$ cat config.mk
export PLATFORM = sky130hd
export DESIGN_NAME = dmem_arbiter
export DESIGN_NICKNAME = d
export VERILOG_FILES = /design/src/rtl/dmem_arbiter.sv
export SDC_FILE = /design/constraint.sdc
export NUM_CORES = 1
export LEC_CHECK = 0
export BUFFER_PORTS_ARGS = -buffer_cell sky130_fd_sc_hd__buf_2
export CAP_MARGIN = 15
export CORE_MARGIN = 2
export CORE_UTILIZATION = 37
export CTS_BUF_LIST = sky130_fd_sc_hd__clkbuf_16
export DETAILED_ROUTE_END_ITERATION = 6
export PLACE_DENSITY = 0.76
export SLEW_MARGIN = 30
export SYNTH_ARGS = -nofsm -noshare
export SYNTH_HDL_FRONTEND = slang
export SYNTH_SLANG_ARGS = --single-unit
$ cat constraint.sdc
create_clock -name Clk -period 1.6 [get_ports Clk]
set_clock_uncertainty 0.05 [all_clocks]
set_input_delay 0.32 -clock Clk [delete_from_list [all_inputs] [get_ports Clk]]
set_output_delay 0.32 -clock Clk [all_outputs]
set_load 0.1 [all_outputs]
$ cat src/rtl/dmem_arbiter.sv
// Round-robin arbiter sharing one single-port data memory between the processor
// controller and an external loader/debug port; one access in flight at a time.
module dmem_arbiter #(
  parameter int AW     = 8,
  parameter int DW     = 16,
  parameter int RD_LAT = 1
) (
  input  logic          Clk,
  input  logic          Rst,
  input  logic          cpu_req,
  input  logic          cpu_wr,
  input  logic [AW-1:0] cpu_addr,
  input  logic [DW-1:0] cpu_wdata,
  output logic          cpu_gnt,
  output logic          cpu_rvalid,
  output logic [DW-1:0] cpu_rdata,
  input  logic          ext_req,
  input  logic          ext_wr,
  input  logic [AW-1:0] ext_addr,
  input  logic [DW-1:0] ext_wdata,
  output logic          ext_gnt,
  output logic          ext_rvalid,
  output logic [DW-1:0] ext_rdata,
  output logic [AW-1:0] mem_addr,
  output logic          mem_wr,
  output logic [DW-1:0] mem_wdata,
  input  logic [DW-1:0] mem_rdata,
  output logic          busy
);

  if (RD_LAT < 1 || RD_LAT > 3) begin : g_bad_rd_lat
    $error("dmem_arbiter: RD_LAT must be in 1..3");
  end

  typedef enum logic [1:0] {S_IDLE, S_ACCESS, S_WAIT} state_e;
  typedef enum logic {OWN_CPU, OWN_EXT} owner_e;

  state_e        state_q, state_d;
  owner_e        owner_q, owner_d;
  owner_e        last_q, last_d;
  logic [1:0]    cnt_q, cnt_d;
  logic [AW-1:0] mem_addr_q, mem_addr_d;
  logic          mem_wr_q, mem_wr_d;
  logic [DW-1:0] mem_wdata_q, mem_wdata_d;
  logic          cpu_gnt_q, cpu_gnt_d;
  logic          ext_gnt_q, ext_gnt_d;
  logic          cpu_rvalid_q, cpu_rvalid_d;
  logic          ext_rvalid_q, ext_rvalid_d;
  logic          busy_q, busy_d;
  logic          pick_ext;
  logic          rd_done_d;

  always_comb begin
    state_d     = state_q;
    owner_d     = owner_q;
    last_d      = last_q;
    cnt_d       = cnt_q;
    mem_addr_d  = mem_addr_q;
    mem_wr_d    = 1'b0;
    mem_wdata_d = '0;
    cpu_gnt_d   = 1'b0;
    ext_gnt_d   = 1'b0;
    pick_ext    = 1'b0;

    case (state_q)
      S_IDLE: begin
        mem_addr_d = '0;
        if (cpu_req || ext_req) begin
          // EXT wins only when alone or when CPU was the last owner
          pick_ext    = ext_req && (!cpu_req || last_q == OWN_CPU);
          owner_d     = pick_ext ? OWN_EXT : OWN_CPU;
          mem_addr_d  = pick_ext ? ext_addr : cpu_addr;
          mem_wr_d    = pick_ext ? ext_wr : cpu_wr;
          mem_wdata_d = pick_ext ? ext_wdata : cpu_wdata;
          cpu_gnt_d   = !pick_ext;
          ext_gnt_d   = pick_ext;
          state_d     = S_ACCESS;
        end
      end
      S_ACCESS: begin
        last_d = owner_q;
        if (mem_wr_q) begin
          state_d    = S_IDLE;
          mem_addr_d = '0;
        end else begin
          state_d = S_WAIT;
          cnt_d   = 2'(RD_LAT);
        end
      end
      S_WAIT: begin
        cnt_d = cnt_q - 2'd1;
        if (cnt_q == 2'd1) begin
          state_d    = S_IDLE;
          mem_addr_d = '0;
        end
      end
      default: begin
        state_d    = S_IDLE;
        mem_addr_d = '0;
      end
    endcase

    busy_d       = (state_d != S_IDLE);
    // rvalid is registered: asserted for the WAIT cycle whose count is 1
    rd_done_d    = (state_d == S_WAIT) && (cnt_d == 2'd1);
    cpu_rvalid_d = rd_done_d && (owner_d == OWN_CPU);
    ext_rvalid_d = rd_done_d && (owner_d == OWN_EXT);
  end

  always_ff @(posedge Clk or negedge Rst) begin
    if (!Rst) begin
      state_q      <= S_IDLE;
      owner_q      <= OWN_CPU;
      last_q       <= OWN_EXT;
      cnt_q        <= '0;
      mem_addr_q   <= '0;
      mem_wr_q     <= 1'b0;
      mem_wdata_q  <= '0;
      cpu_gnt_q    <= 1'b0;
      ext_gnt_q    <= 1'b0;
      cpu_rvalid_q <= 1'b0;
      ext_rvalid_q <= 1'b0;
      busy_q       <= 1'b0;
    end else begin
      state_q      <= state_d;
      owner_q      <= owner_d;
      last_q       <= last_d;
      cnt_q        <= cnt_d;
      mem_addr_q   <= mem_addr_d;
      mem_wr_q     <= mem_wr_d;
      mem_wdata_q  <= mem_wdata_d;
      cpu_gnt_q    <= cpu_gnt_d;
      ext_gnt_q    <= ext_gnt_d;
      cpu_rvalid_q <= cpu_rvalid_d;
      ext_rvalid_q <= ext_rvalid_d;
      busy_q       <= busy_d;
    end
  end

  assign cpu_gnt    = cpu_gnt_q;
  assign ext_gnt    = ext_gnt_q;
  assign cpu_rvalid = cpu_rvalid_q;
  assign ext_rvalid = ext_rvalid_q;
  assign cpu_rdata  = cpu_rvalid_q ? mem_rdata : '0;
  assign ext_rdata  = ext_rvalid_q ? mem_rdata : '0;
  assign mem_addr   = mem_addr_q;
  assign mem_wr     = mem_wr_q;
  assign mem_wdata  = mem_wdata_q;
  assign busy       = busy_q;

endmodule

Word level (Yosys, flattened, before mapping)
Index checks and enable logic that the tools add are counted.

Bits in registers: 36. Output and inout bits: 62.

Bitwise logic cells: 2. Eq/ne operators: 7. Add/subtract/negate cells: 1. Mux-type cells: 26. Reduce and logical (&&, ||, !) cells: 11.

Operator list (count): $mux W16 (5); $mux W8 (4); $pmux W8 S3 (1); $mux W1 (10); $mux W2 (4); $eq A2 B1 Y1 const B (3); $pmux W2 S3 (1); $eq A2 B2 Y1 const B (2); $logic_and A1 B1 Y1 (4); $ne A2 B2 Y1 const B (2); $pmux W2 S2 (1); $logic_not A1 Y1 (2); $logic_not A2 Y1 (1); $logic_or A1 B1 Y1 (2); $not A1 Y1 (2); $reduce_and A2 Y1 (1); $reduce_bool A2 Y1 (1); $sub A2 B1 Y2 const B (1).

Logic depth before layout (Yosys ltp)
Depth after elaboration: 8. Gate-level depth with buffers: 7.

Worst setup path after synthesis
Ideal clock, no wire load.

Kind: reg-to-output. From: reg cpu_rvalid_q, in the netlist cpu_rvalid. To: out cpu_rdata[15]. Setup slack: -0.773 ns. Required time: 1.230 ns. Data arrival time: 2.003 ns. Stages on the path, launching flop included: 3. Buffers on the path: 1. Path through: dfrtp_1 > clkbuf_1 > and2_1.

Longest elaborated chain between the ends: 1.

RTL lines: start: declaration (line 47) `logic cpu_rvalid_q, cpu_rvalid_d;`; start signal: assignment (line 134) `cpu_rvalid_q <= cpu_rvalid_d;`; $mux W16 (line 144) `assign cpu_rdata = cpu_rvalid_q ? mem_rdata : '0;`; end: declaration (line 16) `output logic [DW-1:0] cpu_rdata,`.

Every way passes these cells.

Final worst setup path
From: reg cpu_rvalid_q, in the netlist cpu_rvalid. To: out cpu_rdata[3].

Same word-level chain as after synthesis.

==> results.toml <==
[run_status]
outcome = "finished, violations left"
failed_checks = "negative setup slack"

[power]
power.density_mw_per_mm2 = 1900
power.leakage_nw = 1.72
irDropWorstVdd_mv = 1.04

[place]
place_inst = 386
gp_congestion = 0.889
io_buffer_count = 131
dp_hpwl_um = 4390
placed_cell_area_mm2 = 0.00315

[yosys]
synth_fp_nets = 268
synth_cells = 193
synth_cell_type_count = 29
yosys_most_used_dff = "dfrtp_1"
synth_warnings = 0
synth_edf_count = 0
netlist_area_mm2 = 0.00182
seq_area_frac_synth = 0.496
ys_async_sr_fraction = 1.00
synth_area_per_cell_um2 = 9.42
ys_seq_elements = 36

[grt]
grt_max_degree = 27
grt_pass1_vias = 1744
grt_usage = 0.193
globalRoute.totalOverflow = 0
antenna_found_initial = 0
grt_pass1_wl_um = 8080

[sta]
fmax_mhz = 621
setup_violations = 3
finalCritPeriodShare = 1.01
worst_pin_slew_ns = 0.516
rsz0062_at_grt = "yes"
worst_slack_ns = -0.0113
relSlewSlack = 0.659
maxSlewViolCount = 0
finalHoldViolCount = 0
min_period_ns = 1.61

[clock_tree]
clkTransAtPathRegs_ns = 0.06
cts_tree = "done"
htree_levels = 2
cts-root-buf = "clkbuf_16"
numCtsBuffers = 5
clk_path_buf_depth = 2
insertion_delay_ns = 0.28
clock-sinks = 36

[setup_path]
cp.arrival_ns = 1.24
cp_slowest_stage_delay_ns = 0.56
cpMaxStageDelayCell = "dfrtp_4"
cp_num_buf_inv = 1
worst-path-max-fanout = 17
startpoint = "cpu_rvalid"
r2r-start = "state_q[0]"
crit_family = "flip-flops"
cp_cell_sequence = "and2_2, buf_12"
end_kind = "primary output"
cp.required_ns = 1.23
crit_type = "reg -> out"
start_kind = "flip-flop"

[layout]
final_cells = 400
num-fill-cells = 328
diodes = 0
layout-drive-gt1-share = 0.616
final_area_mm2 = 0.00342
finish.net_count = 407
syn_to_final_growth_pct = 88.2

[floorplan]
start_util = 0.385
rows = 25
core_area_mm2 = 0.00472
ios = 132
dieArea_mm2 = 0.00549
die_w_um = 74.1
die_h_um = 74.1

[routing]
drc = 0
viasPerCell = 4.71
drt_wl_total_um = 5690
ant_nets = 0
num_vias = 1883
wl_per_cell_um = 14.2
drt_iter0_drc = 52
drtPass1Iterations = 4

[run]
cap_violations = 0

[worst_hold_path]
hp-class = "in -> reg"
min-delay-start = "ext_wdata[0]"
cells in the mapped netlist, drive strengths merged, types with 3 or more instances:
library cell,number,area (um^2)
nand2,45,169
dfrtp,35,876
and2,34,215
a21oi,18,90.1
o21ai,10,50.1
mux2i,8,80.1
buf,7,47.5
ha,5,62.6
inv,4,15.0
nand2b,4,25.0
clkbuf,3,11.3
nor2,3,11.3
nor3b,3,27.5
through the flow:
stage | setup WS [ns] | total power [mW] | hold slack (ns) | setup TNS [ns] | util
final | -0.0113 | 6.52 | 0.217 | -0.0276 | 0.724
after global routing | -0.0431 | 6.78 | 0.222 | -0.158 | 0.724
after CTS | -0.0155 | 6.35 | 0.215 | -0.0541 | 0.711
after detailed placement | -0.0298 | 5.26 | 0.215 | -0.0859 | 0.666
after global placement | 0.0679 | 5.20 | 0.205 | 0 | 0.666
after floorplan | 0.0175 | 4.34 | -0.0256 | 0 | -
logic make-up after synthesis:
kind of cell	after synthesis	synth area share
muxes	9	0.0502
buffers and inverters	14	0.0406
and+or+nand+nor	93	0.262
DFF	36	0.496
AOI/OAI and AO/OA	36	0.117
adders and majority gates	5	0.0344
registers in the layout, summed over array words and instances, names as in the netlist, 2 cells and up:
signal and cells:
mem_wdata 16, state_q 2, mem_addr 8, cnt_q 2
per-layer routing:
layer	routed length, um	vias up	GRT usage
li1	-	904	-
met1	1920	860	0.218
met2	3100	110	0.347
met3	541	9	0.0528
met4	116	0	0.0747
met5	0	-	0
cell type report:
type | count | area, um^2 | area share
clock buffer | 5 | 125 | 0.0366
timing repair buffer | 142 | 1280 | 0.373
clock inverter | 3 | 18.8 | 0.00549
tap | 67 | 83.8 | 0.0245
inverter | 4 | 17.5 | 0.00512
multi-input combinational | 143 | 983 | 0.287
sequential | 36 | 916 | 0.268
path summary, 6_finish.rpt:
check                                to  slack, ns  cells after the start
max                        cpu_rdata[3]      -0.01                      2
min                        mem_wdata[0]       0.22                      3
max reg2reg                        busy       0.05                      6
min reg2reg                 mem_addr[2]       0.43                      2
max in group asynchronous    cpu_rvalid       0.55                      3
min in group asynchronous        mem_wr       0.49                      2
repair_timing:
item	in CTS	in global routing
setup endpoints to repair	19	18
resized for setup	13	17
buffers inserted	3	2
hold buffers	1	0
hold endpoints to repair	15	0
pin swaps	0	3
cell usage in the layout, fill, tap and decap left out, types with 2 or more instances in the layout:
master and instances:
a21oi_1 17, and2_2 3, and2_4 30, buf_12 36, buf_2 97, buf_4 8
clkbuf_16 5, clkinv_2 2, dfrtp_1 30, dfrtp_2 2, dfrtp_4 3, ha_1 2
ha_4 3, inv_1 2, mux2i_1 8, nand2_1 44, nand2b_1 3, nor2_1 3
nor3b_2 2, o21ai_0 5, o21ai_1 5
where the power goes:
group	internal [mW]	switching, mW
Combinational	1.18	3.00
Clock	0.572	0.358
Sequential	1.22	0.191
Total	2.97	3.55
worst min-delay path, delay by kind of cell:
| family | cells | cell delay [ns] |
|---|---|---|
| AND/OR/NAND/NOR | 1 | 0.04 |
| AO/OA/AOI/OAI | 1 | 0.05 |
| buffers and inverters | 1 | 0.10 |
No activity file was read; power rests on OpenSTA's default activity.
